File: src/rtl/spi_rx_pkg.sv
// Shared types and widths for the SPI slave receiver.
package spi_rx_pkg;

    localparam int unsigned SPI_BYTE_W = 8;
    localparam int unsigned BIT_CNT_W  = 3;

    typedef enum logic [1:0] {
        ST_WAIT_HI = 2'd0,
        ST_IDLE    = 2'd1,
        ST_SHIFT   = 2'd2
    } state_t;

endpackage

File: src/rtl/spi_rx_sync.sv
// Multi-stage synchronizer for an asynchronous input, followed by an edge-detect flop.
module spi_rx_sync #(
    parameter int unsigned STAGES = 2
) (
    input  logic clk,
    input  logic rst,
    input  logic d,
    output logic lvl,
    output logic rise,
    output logic fall
);

    logic [STAGES-1:0] sync_q;
    logic              prev_q;

    always_ff @(posedge clk) begin
        if (rst) begin
            sync_q <= '0;
            prev_q <= 1'b0;
        end else begin
            sync_q <= {sync_q[STAGES-2:0], d};
            prev_q <= sync_q[STAGES-1];
        end
    end

    assign lvl  = sync_q[STAGES-1];
    assign rise = lvl & ~prev_q;
    assign fall = ~lvl & prev_q;

endmodule

File: src/rtl/spi_rx.sv
// SPI mode-0 slave receiver: assembles MSB-first bytes into a one-entry valid/ready
// holding register and flags overrun and mid-byte frame termination.
module spi_rx
    import spi_rx_pkg::*;
#(
    parameter int unsigned SYNC_STAGES = 2,
    parameter int unsigned CNT_W       = 8
) (
    input  logic                  clk,
    input  logic                  rst,
    input  logic                  sclk,
    input  logic                  ss,
    input  logic                  sdi,
    input  logic                  rx_rdy,
    input  logic                  clr,
    output logic [SPI_BYTE_W-1:0] rx_dat,
    output logic                  rx_vld,
    output logic                  frm_end,
    output logic [CNT_W-1:0]      frm_cnt,
    output logic                  ovr,
    output logic                  frm_err,
    output logic                  busy
);

    logic sck_lvl, sck_rise, sck_fall;
    logic ss_lvl, ss_rise, ss_fall;
    logic sdi_lvl, sdi_rise, sdi_fall;

    spi_rx_sync #(.STAGES(SYNC_STAGES)) u_sync_sck (
        .clk(clk), .rst(rst), .d(sclk), .lvl(sck_lvl), .rise(sck_rise), .fall(sck_fall)
    );
    spi_rx_sync #(.STAGES(SYNC_STAGES)) u_sync_ss (
        .clk(clk), .rst(rst), .d(ss), .lvl(ss_lvl), .rise(ss_rise), .fall(ss_fall)
    );
    spi_rx_sync #(.STAGES(SYNC_STAGES)) u_sync_sdi (
        .clk(clk), .rst(rst), .d(sdi), .lvl(sdi_lvl), .rise(sdi_rise), .fall(sdi_fall)
    );

    // Only the data level is needed; sclk level and data edges are unused here.
    logic unused_sync_sigs;
    assign unused_sync_sigs = sck_lvl ^ sck_fall ^ sdi_rise ^ sdi_fall;

    state_t                 state, state_nxt;
    logic [SPI_BYTE_W-2:0]  shift_q, shift_nxt;
    logic [BIT_CNT_W-1:0]   bit_cnt, bit_cnt_nxt;
    logic [SPI_BYTE_W-1:0]  rx_dat_nxt;
    logic                   rx_vld_nxt, frm_end_nxt, ovr_nxt, frm_err_nxt;
    logic [CNT_W-1:0]       frm_cnt_nxt;

    always_ff @(posedge clk) begin
        if (rst) begin
            state   <= ST_WAIT_HI;
            shift_q <= '0;
            bit_cnt <= '0;
            rx_dat  <= '0;
            rx_vld  <= 1'b0;
            frm_end <= 1'b0;
            frm_cnt <= '0;
            ovr     <= 1'b0;
            frm_err <= 1'b0;
            busy    <= 1'b0;
        end else begin
            state   <= state_nxt;
            shift_q <= shift_nxt;
            bit_cnt <= bit_cnt_nxt;
            rx_dat  <= rx_dat_nxt;
            rx_vld  <= rx_vld_nxt;
            frm_end <= frm_end_nxt;
            frm_cnt <= frm_cnt_nxt;
            ovr     <= ovr_nxt;
            frm_err <= frm_err_nxt;
            busy    <= (state_nxt == ST_SHIFT);
        end
    end

    always_comb begin
        state_nxt   = state;
        shift_nxt   = shift_q;
        bit_cnt_nxt = bit_cnt;
        rx_dat_nxt  = rx_dat;
        rx_vld_nxt  = rx_vld & ~rx_rdy;
        frm_end_nxt = 1'b0;
        frm_cnt_nxt = frm_cnt;
        ovr_nxt     = ovr & ~clr;
        frm_err_nxt = frm_err & ~clr;

        unique case (state)
            ST_WAIT_HI: begin
                if (ss_lvl) state_nxt = ST_IDLE;
            end
            ST_IDLE: begin
                if (ss_fall) begin
                    state_nxt   = ST_SHIFT;
                    bit_cnt_nxt = '0;
                    frm_cnt_nxt = '0;
                end
            end
            ST_SHIFT: begin
                // ss_rise takes priority over a coincident sclk edge.
                if (ss_rise) begin
                    state_nxt   = ST_IDLE;
                    frm_end_nxt = 1'b1;
                    bit_cnt_nxt = '0;
                    if (bit_cnt != '0) frm_err_nxt = 1'b1;
                end else if (sck_rise) begin
                    shift_nxt   = {shift_q[SPI_BYTE_W-3:0], sdi_lvl};
                    bit_cnt_nxt = bit_cnt + BIT_CNT_W'(1);
                    if (bit_cnt == '1) begin
                        if (frm_cnt != '1) frm_cnt_nxt = frm_cnt + CNT_W'(1);
                        if (!rx_vld || rx_rdy) begin
                            rx_dat_nxt = {shift_q, sdi_lvl};
                            rx_vld_nxt = 1'b1;
                        end else begin
                            ovr_nxt = 1'b1;
                        end
                    end
                end
            end
            default: state_nxt = ST_WAIT_HI;
        endcase
    end

endmodule

File: config.mk
export PLATFORM = sky130hd
export DESIGN_NAME = spi_rx
export DESIGN_NICKNAME = d
export VERILOG_FILES = /design/src/rtl/spi_rx_pkg.sv /design/src/rtl/spi_rx_sync.sv /design/src/rtl/spi_rx.sv
export SDC_FILE = /design/constraint.sdc
export NUM_CORES = 1
export LEC_CHECK = 0
export CAP_MARGIN = 30
export CORE_MARGIN = 8
export CORE_UTILIZATION = 52
export DETAILED_ROUTE_END_ITERATION = 8
export PLACE_DENSITY = 0.88
export SETUP_SLACK_MARGIN = 0.15
export SLEW_MARGIN = 25
export SYNTH_ARGS = -nofsm -noshare
export SYNTH_HDL_FRONTEND = slang
export SYNTH_SLANG_ARGS = --single-unit
File: constraint.sdc
create_clock -name clk -period 1.9 [get_ports clk]
set_input_delay 0.38 -clock clk [delete_from_list [all_inputs] [get_ports clk]]
set_output_delay 0.38 -clock clk [all_outputs]
set_load 0.03 [all_outputs]
=== Yosys cells after proc, flatten, opt, wreduce, memory -nomap -nowiden ===
Index checks and enable logic that the tools add are counted.

* Word-level logic and storage cells: 79
* Bits in registers: 41
* Input bits: 7
* Output and inout port bits: 21

* Bitwise logic cells: 13
* Equal/unequal tests: 11
* Reductions and logical operators: 10
* Multiplexer cells: 28
* Add/subtract/negate cells: 2

{| class="wikitable"
|+ Operators with widths
! operator !! count
|-
| 8-bit 2-to-1 mux || 5
|-
| 8-bit one-hot mux with 2 select lines || 1
|-
| 1-bit 2-to-1 mux || 14
|-
| 2-bit != test (second input constant) || 5
|-
| 3-bit 2-to-1 mux || 3
|-
| 8-bit by 1-bit adder with 8-bit output (second input constant) || 1
|-
| 8-bit != test (second input constant) || 1
|-
| 1-bit NOT || 7
|-
| 1-bit AND || 6
|-
| 2-bit 2-to-1 mux || 3
|-
| 2-bit one-hot mux with 3 select lines || 1
|-
| 3-bit one-hot mux with 2 select lines || 1
|-
| 3-bit AND reduction || 2
|-
| 6-bit AND reduction || 1
|-
| 5-bit AND reduction || 1
|-
| 2-bit == test (second input constant) || 2
|-
| 3-bit by 1-bit adder with 3-bit output (second input constant) || 1
|-
| 3-bit == test (second input constant) || 1
|-
| 3-bit != test (second input constant) || 1
|-
| 3-bit nonzero test || 1
|-
| 2-bit by 1-bit == test with 1-bit output (second input constant) || 1
|-
| 2-bit zero test || 1
|-
| 2-bit nonzero test || 1
|-
| 2-bit OR reduction || 1
|-
| 2 further kinds || 2
|}

=== Logic depth before layout (Yosys ltp) ===
Gate-level depths: netlist (run 1).

* Depth after elaboration: 7
* Depth in mapped cells: 7

=== By module ===
A second synthesis (run 1) with hierarchy kept.

* Cell total of the unflattened synthesis: 187
* Area, all modules: 1706.6 um^2

{| class="wikitable"
|+ By module, submodules not included
! module !! cells each !! instances !! sequential area each (um^2) !! area each (um^2)
|-
| spi_rx || 163 || 1 || 660.6 || 1432.6
|-
| spi_rx_sync || 8 || 3 || 60.1 || 91.3
|}

=== Worst setup path before layout (run 1) ===
OpenSTA, ideal clock, no wires.

* Path type: reg-to-reg
* Start: register bit_cnt[0]
* End: register frm_cnt[3]
* Path slack: 0.216 ns
* Stages on the path, launching flop included: 7
* Library setup time: 0.074 ns
* Arrival time: 1.609 ns
* Required time: 1.826 ns
* Clock period less this slack: 1.684 ns
* Path through: dfxtp_1 ha_1 ha_1 nand3b_1 or3_4 or3_1 a31oi_1

* Longest elaborated chain between the ends: 3

{| class="wikitable"
|+ RTL lines
! item !! RTL line !! source
|-
| from (decl) || spi_rx.sv:45 || <nowiki>logic [BIT_CNT_W-1:0] bit_cnt, bit_cnt_nxt;</nowiki>
|-
| from (signal assigned) || spi_rx.sv:65 || <nowiki>bit_cnt <= bit_cnt_nxt;</nowiki>
|-
| 3-bit == test || spi_rx.sv:108 || <nowiki>if (bit_cnt == '1) begin</nowiki>
|-
| 2-bit != test (no source line) || - ||
|-
| 6-bit AND reduction (no source line) || - ||
|-
| to (signal assigned) || spi_rx.sv:69 || <nowiki>frm_cnt <= frm_cnt_nxt;</nowiki>
|-
| to (decl) || spi_rx.sv:19 || <nowiki>output logic [CNT_W-1:0] frm_cnt,</nowiki>
|}

No other way between the ends.
A chain may end at the register's enable or synchronous reset.

=== Final worst setup path (run 1) ===
* Start: register bit_cnt[1]
* End: register frm_cnt[5]

The elaborated chain is that of the path after synthesis.

==> results list, run 1 <==
- Outcome: complete, no violations
- No sink is reached through more buffers than the 2 on the longest clock path.
- Core outline area: 0.00328 mm^2
* Sequential area share after synthesis: 0.467
- Once placement completed, the tool counted placed cells totaling 250.
* Synthesized area per cell: 9.67 um^2
* Half-perimeter wire length of the detailed placement result: 2590 um
* Arrival time worst endpoint: 2.02 ns
* Worst-Margin Slew: 0.368 ns
- 28 I/O pins were placed.
* Post-DR vias/cell: 5.44
- The filler cells instantiated in the layout total 264.
- Across every metal layer, demand over resource in global routing totals 0.142.
- Required time at the endpoint of the critical path: 2.18 ns
- Entering global routing, the biggest net connects 39 pins.
- Worst supply voltage drop on vdd: 413 uV
- Routed vias: 1426
- Setup WS post-layout: 0.165 ns
- After routing, the total negative slack on setup checks comes to 0 ns.
- Routed length per placed instance: 13.9 um
- The share of synthesized area in the top cell type comes to 0.467.
- Measured on the finished design, the core utilization comes to 0.669.
- Starting utilization of the core area: 0.536
* Total CTS buffers: 5
- Setup violations remaining at the end of the flow were counted as 0.
- The total count of max-transition violations in the final report is 0.
- Placed standard-cell area: 0.00208 mm^2
* Finished Cell Area: 0.00220 mm^2
* Total power draw: 1.40 mW
- CTS tree: done
- Standard-cell rows: 21
- The first global-routing pass estimated 6050 um of wire.
- The final layout contains 227 nets.
- Area leader, netlist: sky130_fd_sc_hd__dfxtp_1
- CTS built an H-tree with a depth of 2.
* DIE AREA: 0.00550 mm^2
- Number of violations of the max-capacitance limit: 0
- For this run, the top clock speed supported by timing is 577 MHz.
- Once detail routing completed, the nets flagged for antenna violations numbered 0.
* Power per cell area: 636 mW/mm^2
* Min-delay worst type: flop to flop
- Top cells by area in the synthesized netlist: sky130_fd_sc_hd__dfxtp_1 (47%), sky130_fd_sc_hd__mux2i_1 (8.5%), sky130_fd_sc_hd__nand2b_1 (7.1%)
- The setup path with the least slack is of type flop to flop.
* Commonest cells in the synthesized netlist: sky130_fd_sc_hd__dfxtp_1 (41), sky130_fd_sc_hd__nand2b_1 (20), sky130_fd_sc_hd__mux2i_1 (15)
- Final hold violations: 0
- Counting flops with an async set or reset pin after synthesis yields a share of 0.
* Count of distinct cell types in the synthesized netlist: 35
* Initial antenna violation count: 0
- Of all nets on the critical path, the largest fanout is 3.
- The clock drives 41 sinks.
- Total DRC errors in the routed layout: 0
- Unrepaired setup endpoints after global routing: true
- Synthesis produced a netlist with a net count of 194.
* Die outline width: 74.2 um
* Max-slew headroom at the worst pin: 0.752
- Clock-pin slew was measured on the worst setup and hold paths at 0.12 ns.
- Yosys mapped a number of flops with a built-in enable equal to 0.
* Most frequently used cell type in the post-synthesis netlist: sky130_fd_sc_hd__dfxtp_1
* Clock Skew: 0.00472 ns
* Hold Slack: 0.449 ns
- Remaining global-route overflow: 0
- The area growth from synthesis to layout is 25.0%.
* PortBufs: 27
* Detailed-routing iteration count for the pre-antenna-repair pass: 4
- Number of cells produced by synthesis: 182
* Die Y-Extent: 74.2 um
- CTS root buffer: sky130_fd_sc_hd__clkbuf_4
- Total length of routed wires: 3640 um
- Subtracting the final worst setup slack from the clock period gives 1.73 ns.
* Dominant synthesized flop cell: sky130_fd_sc_hd__dfxtp_1
* Vias in the first global route: 1353
- Latest clock arrival within the worst-skew pair: 0.35 ns
- For this block, the initial DRC count from the detailed router was 206.
- Nature of the critical path endpoint: flop
- Leaving out filler cells and counting taps, the final layout contains 262.
- Final weighted congestion in routability-driven placement: 0.826
- Total standard cell area after synthesis: 0.00176 mm^2
- Final critical-path share of the clock period: 0.913
* Layout cells sized above 1: 0.134
- The synthesized design contains 41 register bits.
* Number of antenna diodes: 0
- Buffers inserted to repair hold after CTS numbered 0.
- Timing analysis after detailed placement gives a worst setup slack of 0.0208 ns.
- STA classifies the critical path startpoint as a flop.
- The analysis attributes to cell leakage a power of 0.884 nW.
- Yosys printed 0 warnings.
-- cell type report --
class	count	area, um^2	share of cell area
Tap cell	46	57.6	0.0262
Inverter	4	15.0	0.00683
Clock inverter	2	13.8	0.00626
Timing Repair Buffer	37	339	0.154
Clock buffer	6	51.3	0.0233
Multi-Input combinational cell	126	895	0.407
Sequential cell	41	827	0.376
-- timing repair --
item                                    in CTS  in global routing
resized for setup                           23                  8
endpoints found under the setup margin      21                  7
pin swaps                                    2                  6
setup buffers                                2                  2
hold endpoints to repair                     0                  0
-- power breakdown --
group	switching (mW)	leakage, nW	internal, mW
logic	0.0245	0.512	0.0334
registers	0.00554	0.334	0.867
clock network	0.287	0.0382	0.180
total	0.317	0.884	1.08
-- metal layers --
| metal | vias to the layer above | GRT usage | part of all wire |
|---|---|---|---|
| met3 | 8 | 0.0499 | 0.067 |
| met2 | 55 | 0.229 | 0.48 |
| met5 | - | 0 | 0 |
| met4 | 0 | 0.0732 | 0.027 |
| met1 | 653 | 0.163 | 0.43 |
| li1 | 710 | - | - |
-- registers in the layout (all words and copies together), names as in the netlist --
signal and cells:
busy 1, frm_err 1, u_sync_sck.prev_q 1, u_sync_ss.prev_q 1
u_sync_sdi.sync_q 2, bit_cnt 3, frm_cnt 8, shift_q 7
u_sync_sck.sync_q 2, ovr 1, u_sync_ss.sync_q 2, state 2
frm_end 1, rx_vld 1, rx_dat 8
-- final timing paths --
| kind | slack (ns) | from | endpoint | cells past startpoint |
|---|---|---|---|---|
| worst max register to register | 0.17 | bit_cnt[1] | frm_cnt[5] | 6 |
| worst min register to register | 0.45 | u_sync_sdi.sync_q[0] | u_sync_sdi.sync_q[1] | 1 |
| worst min-delay path | 0.45 | u_sync_sdi.sync_q[0] | u_sync_sdi.sync_q[1] | 1 |
| worst max-delay path | 0.17 | bit_cnt[1] | frm_cnt[5] | 6 |
-- kinds of logic (layout without fill, tap and decap cells) --
group | count (synthesis) | in the layout | synth area share
adder cells (fa/ha/maj) | 5 | 5 | 0.0356
buffers and inverters | 15 | 49 | 0.0448
AND/OR/NAND/NOR | 73 | 73 | 0.245
multiplexers | 15 | 15 | 0.0853
flip-flops | 41 | 41 | 0.467
AO/OA/AOI/OAI | 33 | 33 | 0.122
-- worst max-delay path: stages, from the launching register on --
cell                       delay [ns]
sky130_fd_sc_hd__dfxtp_4         0.39
sky130_fd_sc_hd__ha_4            0.15
sky130_fd_sc_hd__ha_4            0.12
sky130_fd_sc_hd__nand3b_1        0.09
sky130_fd_sc_hd__or3_4           0.35
sky130_fd_sc_hd__or3_1           0.37
sky130_fd_sc_hd__a31oi_1         0.20
-- cell usage in the layout (no fill, tap or decap), drive strengths merged --
master         Yosys  layout
a211oi             3       3
a21oi             11      11
a31oi              4       4
a32oi              2       2
a41oi              2       2
and2               1       1
and3               4       4
and4               1       1
buf                4      10
clkbuf             7       6
clkdlybuf4s50      0       6
clkinv             0       2
dfxtp             41      41
dlygate4sd2        0      19
dlymetal6s2s       0       2
ha                 5       5
inv                4       4
mux2i             15      15
nand2              5       5
nand2b            21      21
nand3              5       5
nand3b             1       1
nand4              3       3
nand4b             1       1
nand4bb            1       1
nor2              12      12
nor2b             11      11
nor3               4       4
o2111ai            1       1
o211ai             2       2
o21ai              4       4
o22a               1       1
o31a               1       1
o31ai              2       2
or3                3       3
(Power assumes the default switching activity.)
==> inputs of run 2 (changes only) <==
--- a/config.mk
+++ b/config.mk
@@ -5,7 +5,7 @@
 export SDC_FILE = /design/constraint.sdc
 export NUM_CORES = 1
 export LEC_CHECK = 0
-export CAP_MARGIN = 30
+export CAP_MARGIN = 20
 export CORE_MARGIN = 8
 export CORE_UTILIZATION = 52
 export DETAILED_ROUTE_END_ITERATION = 8
==> results of run 2 <==
Same layout as run 1: the final DEF is identical, and so are final timing and power.
